File: config.mk
export PLATFORM = sky130hd
export DESIGN_NAME = seven_segment_capture
export DESIGN_NICKNAME = d
export VERILOG_FILES = /design/src/rtl/seven_segment_capture.sv
export SDC_FILE = /design/constraint.sdc
export NUM_CORES = 1
export LEC_CHECK = 0
export CORE_UTILIZATION = 55
export CTS_CLUSTER_DIAMETER = 150
export DETAILED_ROUTE_END_ITERATION = 8
export PLACE_DENSITY = 0.79
export SYNTH_ARGS = -nofsm -noshare
export SYNTH_HDL_FRONTEND = slang
export SYNTH_SLANG_ARGS = --single-unit
File: constraint.sdc
create_clock -name clk -period 2.6 [get_ports clk]
set_input_delay 0.52 -clock clk [delete_from_list [all_inputs] [get_ports clk]]
set_output_delay 0.52 -clock clk [all_outputs]
set_load 0.02 [all_outputs]
File: src/rtl/seven_segment_capture.sv
// Captures a multiplexed active-low seven-segment bus and decodes each digit back to hex once stable.
// Optional decimal-point capture is enabled by defining SEVSEG_CAPTURE_DP_EN.
module seven_segment_capture #(
  parameter int NUM_DIGITS    = 4,
  parameter int STABLE_CYCLES = 8,
  parameter int CNT_W         = 8
) (
  input  logic                    clk,
  input  logic                    rst,
  input  logic [6:0]              seg_in,
  input  logic [NUM_DIGITS-1:0]   an_in,
`ifdef SEVSEG_CAPTURE_DP_EN
  input  logic                    dp_in,
  output logic [NUM_DIGITS-1:0]   dp_out,
`endif
  output logic [4*NUM_DIGITS-1:0] hex_out,
  output logic [NUM_DIGITS-1:0]   digit_valid,
  output logic [NUM_DIGITS-1:0]   pattern_err,
  output logic                    update,
  output logic [((NUM_DIGITS > 1) ? $clog2(NUM_DIGITS) : 1)-1:0] update_idx
);

  localparam int IDX_W = (NUM_DIGITS > 1) ? $clog2(NUM_DIGITS) : 1;
`ifdef SEVSEG_CAPTURE_DP_EN
  localparam int SMP_W = NUM_DIGITS + 8;
`else
  localparam int SMP_W = NUM_DIGITS + 7;
`endif
  localparam logic [CNT_W-1:0] CNT_ONE = CNT_W'(1);
  localparam logic [CNT_W-1:0] CNT_MAX = CNT_W'(STABLE_CYCLES);

  typedef enum logic [1:0] {IDLE, SETTLE, COMMIT, HOLD} state_t;

  state_t                  state_q, state_d;
  logic [NUM_DIGITS-1:0]   an_q;
  logic [6:0]              seg_q;
  logic [SMP_W-1:0]        cur, ref_q, ref_d;
  logic [CNT_W-1:0]        cnt_q, cnt_d;
  logic                    sel_valid, commit, restart;
  logic [IDX_W-1:0]        sel_idx;
  logic [4:0]              dec;
  logic [4*NUM_DIGITS-1:0] hex_q, hex_d;
  logic [NUM_DIGITS-1:0]   vld_q, vld_d, err_q, err_d;
  logic                    update_q;
  logic [IDX_W-1:0]        update_idx_q;

`ifdef SEVSEG_CAPTURE_DP_EN
  logic                    dp_q;
  logic [NUM_DIGITS-1:0]   dpo_q, dpo_d;
  assign cur = {an_q, seg_q, dp_q};
`else
  assign cur = {an_q, seg_q};
`endif

  // Returns {legal, nibble}; only the sixteen encoder patterns are legal.
  function automatic logic [4:0] decode(input logic [6:0] s);
    case (s)
      7'b1000000: decode = 5'h10;
      7'b1111001: decode = 5'h11;
      7'b0100100: decode = 5'h12;
      7'b0110000: decode = 5'h13;
      7'b0011001: decode = 5'h14;
      7'b0010010: decode = 5'h15;
      7'b0000010: decode = 5'h16;
      7'b1111000: decode = 5'h17;
      7'b0000000: decode = 5'h18;
      7'b0010000: decode = 5'h19;
      7'b0001000: decode = 5'h1A;
      7'b0000011: decode = 5'h1B;
      7'b1000110: decode = 5'h1C;
      7'b0100001: decode = 5'h1D;
      7'b0000110: decode = 5'h1E;
      7'b0001110: decode = 5'h1F;
      default:    decode = 5'h00;
    endcase
  endfunction

  always_comb begin
    sel_valid = ($countones(~an_q) == 1);
    sel_idx   = '0;
    for (int i = 0; i < NUM_DIGITS; i++) begin
      if (!an_q[i]) sel_idx = IDX_W'(i);
    end
  end

  always_comb begin
    state_d = state_q;
    cnt_d   = cnt_q;
    ref_d   = ref_q;
    commit  = 1'b0;
    restart = 1'b0;
    case (state_q)
      IDLE: begin
        cnt_d = '0;
        if (sel_valid) begin
          state_d = SETTLE;
          cnt_d   = CNT_ONE;
          ref_d   = cur;
        end
      end
      SETTLE: begin
        if (cur == ref_q) begin
          if (cnt_q < CNT_MAX) cnt_d = cnt_q + CNT_ONE;
          if (cnt_q + CNT_ONE >= CNT_MAX) begin
            state_d = COMMIT;
            commit  = 1'b1;
          end
        end else begin
          restart = 1'b1;
        end
      end
      default: begin
        if (cur == ref_q) state_d = HOLD;
        else              restart = 1'b1;
      end
    endcase
    // A new valid selection restarts the window immediately rather than via IDLE.
    if (restart) begin
      if (sel_valid) begin
        state_d = SETTLE;
        cnt_d   = CNT_ONE;
        ref_d   = cur;
      end else begin
        state_d = IDLE;
        cnt_d   = '0;
      end
    end
  end

  always_comb begin
    hex_d = hex_q;
    vld_d = vld_q;
    err_d = err_q;
    dec   = decode(seg_q);
`ifdef SEVSEG_CAPTURE_DP_EN
    dpo_d = dpo_q;
`endif
    if (commit) begin
      for (int i = 0; i < NUM_DIGITS; i++) begin
        if (IDX_W'(i) == sel_idx) begin
          if (dec[4]) begin
            hex_d[4*i +: 4] = dec[3:0];
            vld_d[i]        = 1'b1;
          end else if (seg_q == 7'h7F) begin
            vld_d[i] = 1'b0;
          end else begin
            err_d[i] = 1'b1;
          end
`ifdef SEVSEG_CAPTURE_DP_EN
          dpo_d[i] = ~dp_q;
`endif
        end
      end
    end
  end

  always_ff @(posedge clk) begin
    if (rst) begin
      state_q      <= IDLE;
      cnt_q        <= '0;
      ref_q        <= '1;
      an_q         <= '1;
      seg_q        <= '1;
      hex_q        <= '0;
      vld_q        <= '0;
      err_q        <= '0;
      update_q     <= 1'b0;
      update_idx_q <= '0;
`ifdef SEVSEG_CAPTURE_DP_EN
      dp_q         <= 1'b1;
      dpo_q        <= '0;
`endif
    end else begin
      state_q  <= state_d;
      cnt_q    <= cnt_d;
      ref_q    <= ref_d;
      an_q     <= an_in;
      seg_q    <= seg_in;
      hex_q    <= hex_d;
      vld_q    <= vld_d;
      err_q    <= err_d;
      update_q <= commit;
      if (commit) update_idx_q <= sel_idx;
`ifdef SEVSEG_CAPTURE_DP_EN
      dp_q     <= dp_in;
      dpo_q    <= dpo_d;
`endif
    end
  end

  assign hex_out     = hex_q;
  assign digit_valid = vld_q;
  assign pattern_err = err_q;
  assign update      = update_q;
  assign update_idx  = update_idx_q;
`ifdef SEVSEG_CAPTURE_DP_EN
  assign dp_out      = dpo_q;
`endif

endmodule
Word-level counts from Yosys, hierarchy flattened:

Index checks and enable logic that the tools add are counted.

* add/subtract/negate cells: 4
* $mul: 0
* divide/modulo/power cells: 0
* $lt $le $gt $ge: 2
* eq/ne operators: 26
* shift operators: 0
* multiplexer cells: 27
* bitwise gates (word level): 3
* reduce and logical (&&, ||, !) cells: 20

Operators by type and width (number)
* 5-bit case mux with 16 select lines: 1
* 11-bit two-way mux: 4
* 7-bit equality test (second input constant): 5
* 3-bit AND reduction: 9
* 8-bit two-way mux: 3
* 7-bit by 5-bit equality test with 1-bit output (second input constant): 3
* 7-bit by 6-bit equality test with 1-bit output (second input constant): 3
* 4-bit AND reduction: 5
* 8-bit case mux with 2 select lines: 1
* 7-bit by 2-bit equality test with 1-bit output (second input constant): 2
* 7-bit by 4-bit equality test with 1-bit output (second input constant): 2
* 2-bit two-way mux: 7
* 3-bit != test (second input constant): 4
* 11-bit equality test: 1
* 1-bit two-way mux: 10
* 8-bit by 1-bit adder with 8-bit output (second input constant): 1
* 8-bit by 4-bit >= comparator with 1-bit output (second input constant): 1
* 8-bit by 4-bit less-than comparator with 1-bit output (second input constant): 1
* 7-bit by 3-bit equality test with 1-bit output (second input constant): 1
* 7-bit zero test: 1
* 3-bit nonzero test: 2
* 1-bit by 1-bit adder with 2-bit output: 2
* 2-bit equality test (first input constant): 2
* 2-bit zero test: 2
* other kinds (8): 9

* bits in registers: 59
* bits in latches: 0
* memory bits (writable): 0
* memory bits (read-only): 0
* bits of input ports: 13
* output and inout bits: 27
* logic and storage cells: 101
* memories kept: 0

Depth between registers and ports, before layout:

* depth after elaboration: 8
* gate-level depth with buffers: 10
* mapped depth without buffers: 9

Least setup slack after synthesis:

OpenSTA, ideal clock, no wires.

* path type: reg2reg
* from: register an_q[0]
* to: register ref_q[1]
* library setup time: 0.120 ns
* arrival time: 2.130 ns
* required time: 2.480 ns
* slack: 0.350 ns
* stages on the path, launching flop included: 10
* buffers on the path: 1
* period minus slack after synthesis: 2.250 ns
* path through: dfxtp_1 -> fa_1 -> inv_1 -> ha_1 -> ha_1 -> nor2_1 -> nand2_1 -> o21bai_4 -> buf_2 -> a211o_1

* longest elaborated chain between the ends: 8
* elaborated cells between the ends (all ways): 11
* those cells by class: 2 x add/sub; 2 x eq/ne; 6 x mux; 1 x bitwise

RTL lines
* start, declared: RTL line 35 `logic [NUM_DIGITS-1:0] an_q;`
* start signal, assigned: RTL line 177 `an_q <= an_in;`
* 4-bit inverter: RTL line 79 `sel_valid = ($countones(~an_q) == 1);`
* 1-bit by 1-bit adder with 2-bit output (not written as such): RTL line 79
* 2-bit by 2-bit adder with 3-bit output (not written as such): RTL line 79
* 3-bit by 1-bit equality test with 1-bit output: RTL line 79
* 11-bit two-way mux: RTL line 95 `if (sel_valid) begin`
* 11-bit two-way mux: RTL line 92 `case (state_q)`
* 11-bit two-way mux: RTL line 119 `if (sel_valid) begin`
* 11-bit two-way mux *: RTL line 118 `if (restart) begin`
* end signal, assigned: RTL line 176 `ref_q <= ref_d;`
* end, declared: RTL line 37 `logic [SMP_W-1:0] cur, ref_q, ref_d;`

Mark *: on every way between the ends. The rest lies on a longest branch, timed or not.
A chain may end at the register's enable or synchronous reset.

Worst setup path in the final report:

* from: register an_q[1]
* to: register ref_q[8]

Same word-level chain as after synthesis.

==> key figures <==
Timing
  • Setup-violating endpoint count in the final report: 0
  • Slew headroom: 0.5787
  • Max Slew Vio Count: 0
  • Setup_tns: 0 ns
  • Number of failing hold endpoints at the final stage: 0
  • RSZ-0062 raised after global routing: no
  • Maximum clock frequency: about 0.43 GHz
  • Final critical-path required period: around 2.3 ns
  • Final period utilization: 0.9030
  • Clock Skews: 0.006227 ns
  • Transition at the pin with the smallest max-transition slack: 0.6320 ns

Hold path
  • Path class of the lowest-slack min-delay path: reg -> reg

Yosys
  • Synth Instances: 336
  • Number of enable flip-flop cells after synthesis: 0
  • Syn avg cell area: 9.071 sq um
  • Top flip-flop cell by instance count after synthesis: sky130_fd_sc_hd__dfxtp_1
  • Library cell occupying the most area in the post-synthesis netlist: sky130_fd_sc_hd__dfxtp_1
  • Dominant cells by area after synthesis: sky130_fd_sc_hd__dfxtp_1 39%, sky130_fd_sc_hd__nor2_1 3.8%, sky130_fd_sc_hd__nand2b_1 3.7%
  • Distinct cell type count of the synthesized netlist: 68
  • Synthesized netlist net count: 353
  • Area share of the largest cell type after synthesis: 0.3875
  • FF+latch count, synth: 59
  • Share of synthesized flip-flops with an asynchronous set or reset: 0
  • Netlist area before placement: 3048 sq um
  • Warnings from Yosys: 0
  • Post-synthesis sequential area ratio: 0.3875

Setup path
  • Required time of the critical path: approximately 2.8 ns
  • Data arrival time of the worst path: 2.58 ns
  • Setup crit end kind: flip-flop
  • Maximum fanout encountered on the critical timing path: 23
  • Start-to-end type of the worst setup path: reg -> reg
  • Worst setup SP type: flip-flop

Routing
  • Overall via count from detail_route: 2582
  • Number of routed nets with antenna violations: 0
  • Routed wirelength normalized by instance count: 15.03 um
  • Router iterations before antenna repair: 5
  • Starting DRT DRC Count: ~160
  • Number of design rule violations left after detail routing: 0
  • Total wirelength of the detailed-routed design: 6.689 mm
  • Via density per instance: slightly below 6

Clock tree
  • Total of cells resized after clock tree synthesis: 0
  • Number of hold buffers added after cts: 0
  • H-tree depth: 3
  • Clock buffers created by TritonCTS: 9
  • CTS Sinks: 59
  • Clock Latency Late Sink: 0.35 ns
  • TritonCTS clock tree: built
  • Clock transition at the registers of the reported paths: 0.06 ns
  • Post-CTS Setup Repair Bufs: 0
  • Worst-case clock buffer depth: 2
  • Root buffer cell: sky130_fd_sc_hd__clkbuf_8

Floorplan
  • Total die area: 5843 sq um
  • Vertical die dimension: 76.44 um
  • Effective utilization at floorplan: 0.5819
  • Site row count: 26
  • Die boundary width: roughly 76 um
  • Number of primary I/O pins: 40
  • Area inside the core boundary: 5238 sq um

Finish
  • Most frequent cells in the layout: 59 x sky130_fd_sc_hd__dfxtp_1, 38 x sky130_fd_sc_hd__clkdlybuf4s50_1, 31 x sky130_fd_sc_hd__nor2_1
  • Leading cell type in the layout, fill and taps excluded: sky130_fd_sc_hd__dfxtp_1
  • Post-layout net count: 389
  • Final Instance Area: 3645 sq um
  • Diodes inserted: 0
  • Share of post-route cells with drive strength above 1: 0.1467
  • Area Overhead vs Synth: 19.58%

Run
  • Number of max-cap violations: 0

Status
  • Status: completed

Placement
  • Post-place instance area: between 3000 and 4000 sq um
  • Placed wire-length estimate: 4.751 mm
  • Buffers on Ports: 39
  • Routability-driven placement congestion ratio: 0.9199

GRT
  • Pin count of the biggest net entering global routing: 43
  • Grt total ovfl: 0
  • First-pass GRT wire length: 11.47 mm
  • Global-route usage over all layers: 0.2517
  • Number of antenna violations at the first check in global routing: 0
  • Vias in the first global route: between 2k and 2.5k

Pwr
  • Overall Power: slightly above 2 mW
  • Power Dens Cells: 567.5 nW/um^2
  • Leak Pwr: 1.499 nW
  • Largest voltage drop on the vdd net: approximately 450 uV
sequential cells by signal, summed over array words and instances, names as in the netlist:
signal,count
digit_valid,4
cnt_q,8
ref_q,11
update_idx,2
hex_out,16
an_q,4
seg_q,7
update,1
pattern_err,4
state_q,2
power breakdown:
| group | switching (mW) | internal [mW] | total [mW] |
|---|---|---|---|
| registers | 0.0480 | 0.947 | 0.995 |
| logic | 0.146 | 0.137 | 0.283 |
| clock network | 0.336 | 0.454 | 0.791 |
worst paths after layout:
path                  start              to  slack [ns]  cells after the start
max                 an_q[1]        ref_q[8]        0.25                      8
min          pattern_err[0]  pattern_err[0]        0.47                      2
max reg2reg         an_q[1]        ref_q[8]        0.25                      8
min reg2reg  pattern_err[0]  pattern_err[0]        0.47                      2
synthesized netlist by cell type, types with 4 or more instances:
| master | count |
|---|---|
| sky130_fd_sc_hd__o32ai_1 | 5 |
| sky130_fd_sc_hd__xnor2_1 | 8 |
| sky130_fd_sc_hd__nor2_1 | 31 |
| sky130_fd_sc_hd__o21ai_0 | 13 |
| sky130_fd_sc_hd__nand2b_1 | 18 |
| sky130_fd_sc_hd__inv_1 | 18 |
| sky130_fd_sc_hd__a21oi_1 | 9 |
| sky130_fd_sc_hd__xnor2_2 | 4 |
| sky130_fd_sc_hd__and2_1 | 4 |
| sky130_fd_sc_hd__buf_2 | 7 |
| sky130_fd_sc_hd__nand2_1 | 15 |
| sky130_fd_sc_hd__nand3_1 | 12 |
| sky130_fd_sc_hd__mux2i_1 | 8 |
| sky130_fd_sc_hd__clkbuf_1 | 10 |
| sky130_fd_sc_hd__a211o_1 | 11 |
| sky130_fd_sc_hd__or2_2 | 12 |
| sky130_fd_sc_hd__nor3_1 | 5 |
| sky130_fd_sc_hd__a31oi_1 | 6 |
| sky130_fd_sc_hd__nand4_1 | 7 |
| sky130_fd_sc_hd__dfxtp_1 | 59 |
through the flow:
stage                     cells  hold slack, ns    util  worst slack, ns
after detailed placement    431          0.4588  0.6613           0.2402
after global placement      431          0.4572  0.6613           0.3006
after floorplan             336          0.4489       -           0.3504
after global routing        445          0.4918  0.6959          0.07359
final                       445          0.4664  0.6959           0.2522
after CTS                   445          0.4681  0.6959           0.2373
critical path, stage by stage, from the launching register on:
cell and delay (ns):
sky130_fd_sc_hd__dfxtp_1 0.38, sky130_fd_sc_hd__fa_1 0.53, sky130_fd_sc_hd__inv_1 0.04, sky130_fd_sc_hd__ha_1 0.17
sky130_fd_sc_hd__ha_1 0.26, sky130_fd_sc_hd__nor2_1 0.13, sky130_fd_sc_hd__nand2_1 0.09, sky130_fd_sc_hd__o21bai_4 0.29
sky130_fd_sc_hd__a211o_1 0.34
cell families after synthesis:
kind of cell,synth area share
flip-flops,0.3875
XOR/XNOR,0.05337
AND/OR/NAND/NOR,0.2467
adder cells (fa/ha/maj),0.01888
AO/OA/AOI/OAI,0.2053
buffers and inverters,0.06198
multiplexers,0.02627
final cells by class:
class	count	area [sq um]
Tap cell	70	87.58
Timing Repair Buffer	47	445.4
Multi-Input combinational cell	236	1678
Fill cell	447	1593
Clock inverter	3	40.04
Sequential cell	59	1181
Inverter	19	71.32
Clock buffer	11	141.4
metal layers:
layer | track usage | up-vias | routed length, um
li1 | - | 1269 | -
met1 | 0.3064 | 1212 | 2935
met2 | 0.4126 | 87 | 3226
met3 | 0.07066 | 14 | 358
met4 | 0.1115 | 0 | 168
met5 | 0 | - | 0
(Power assumes the default switching activity.)
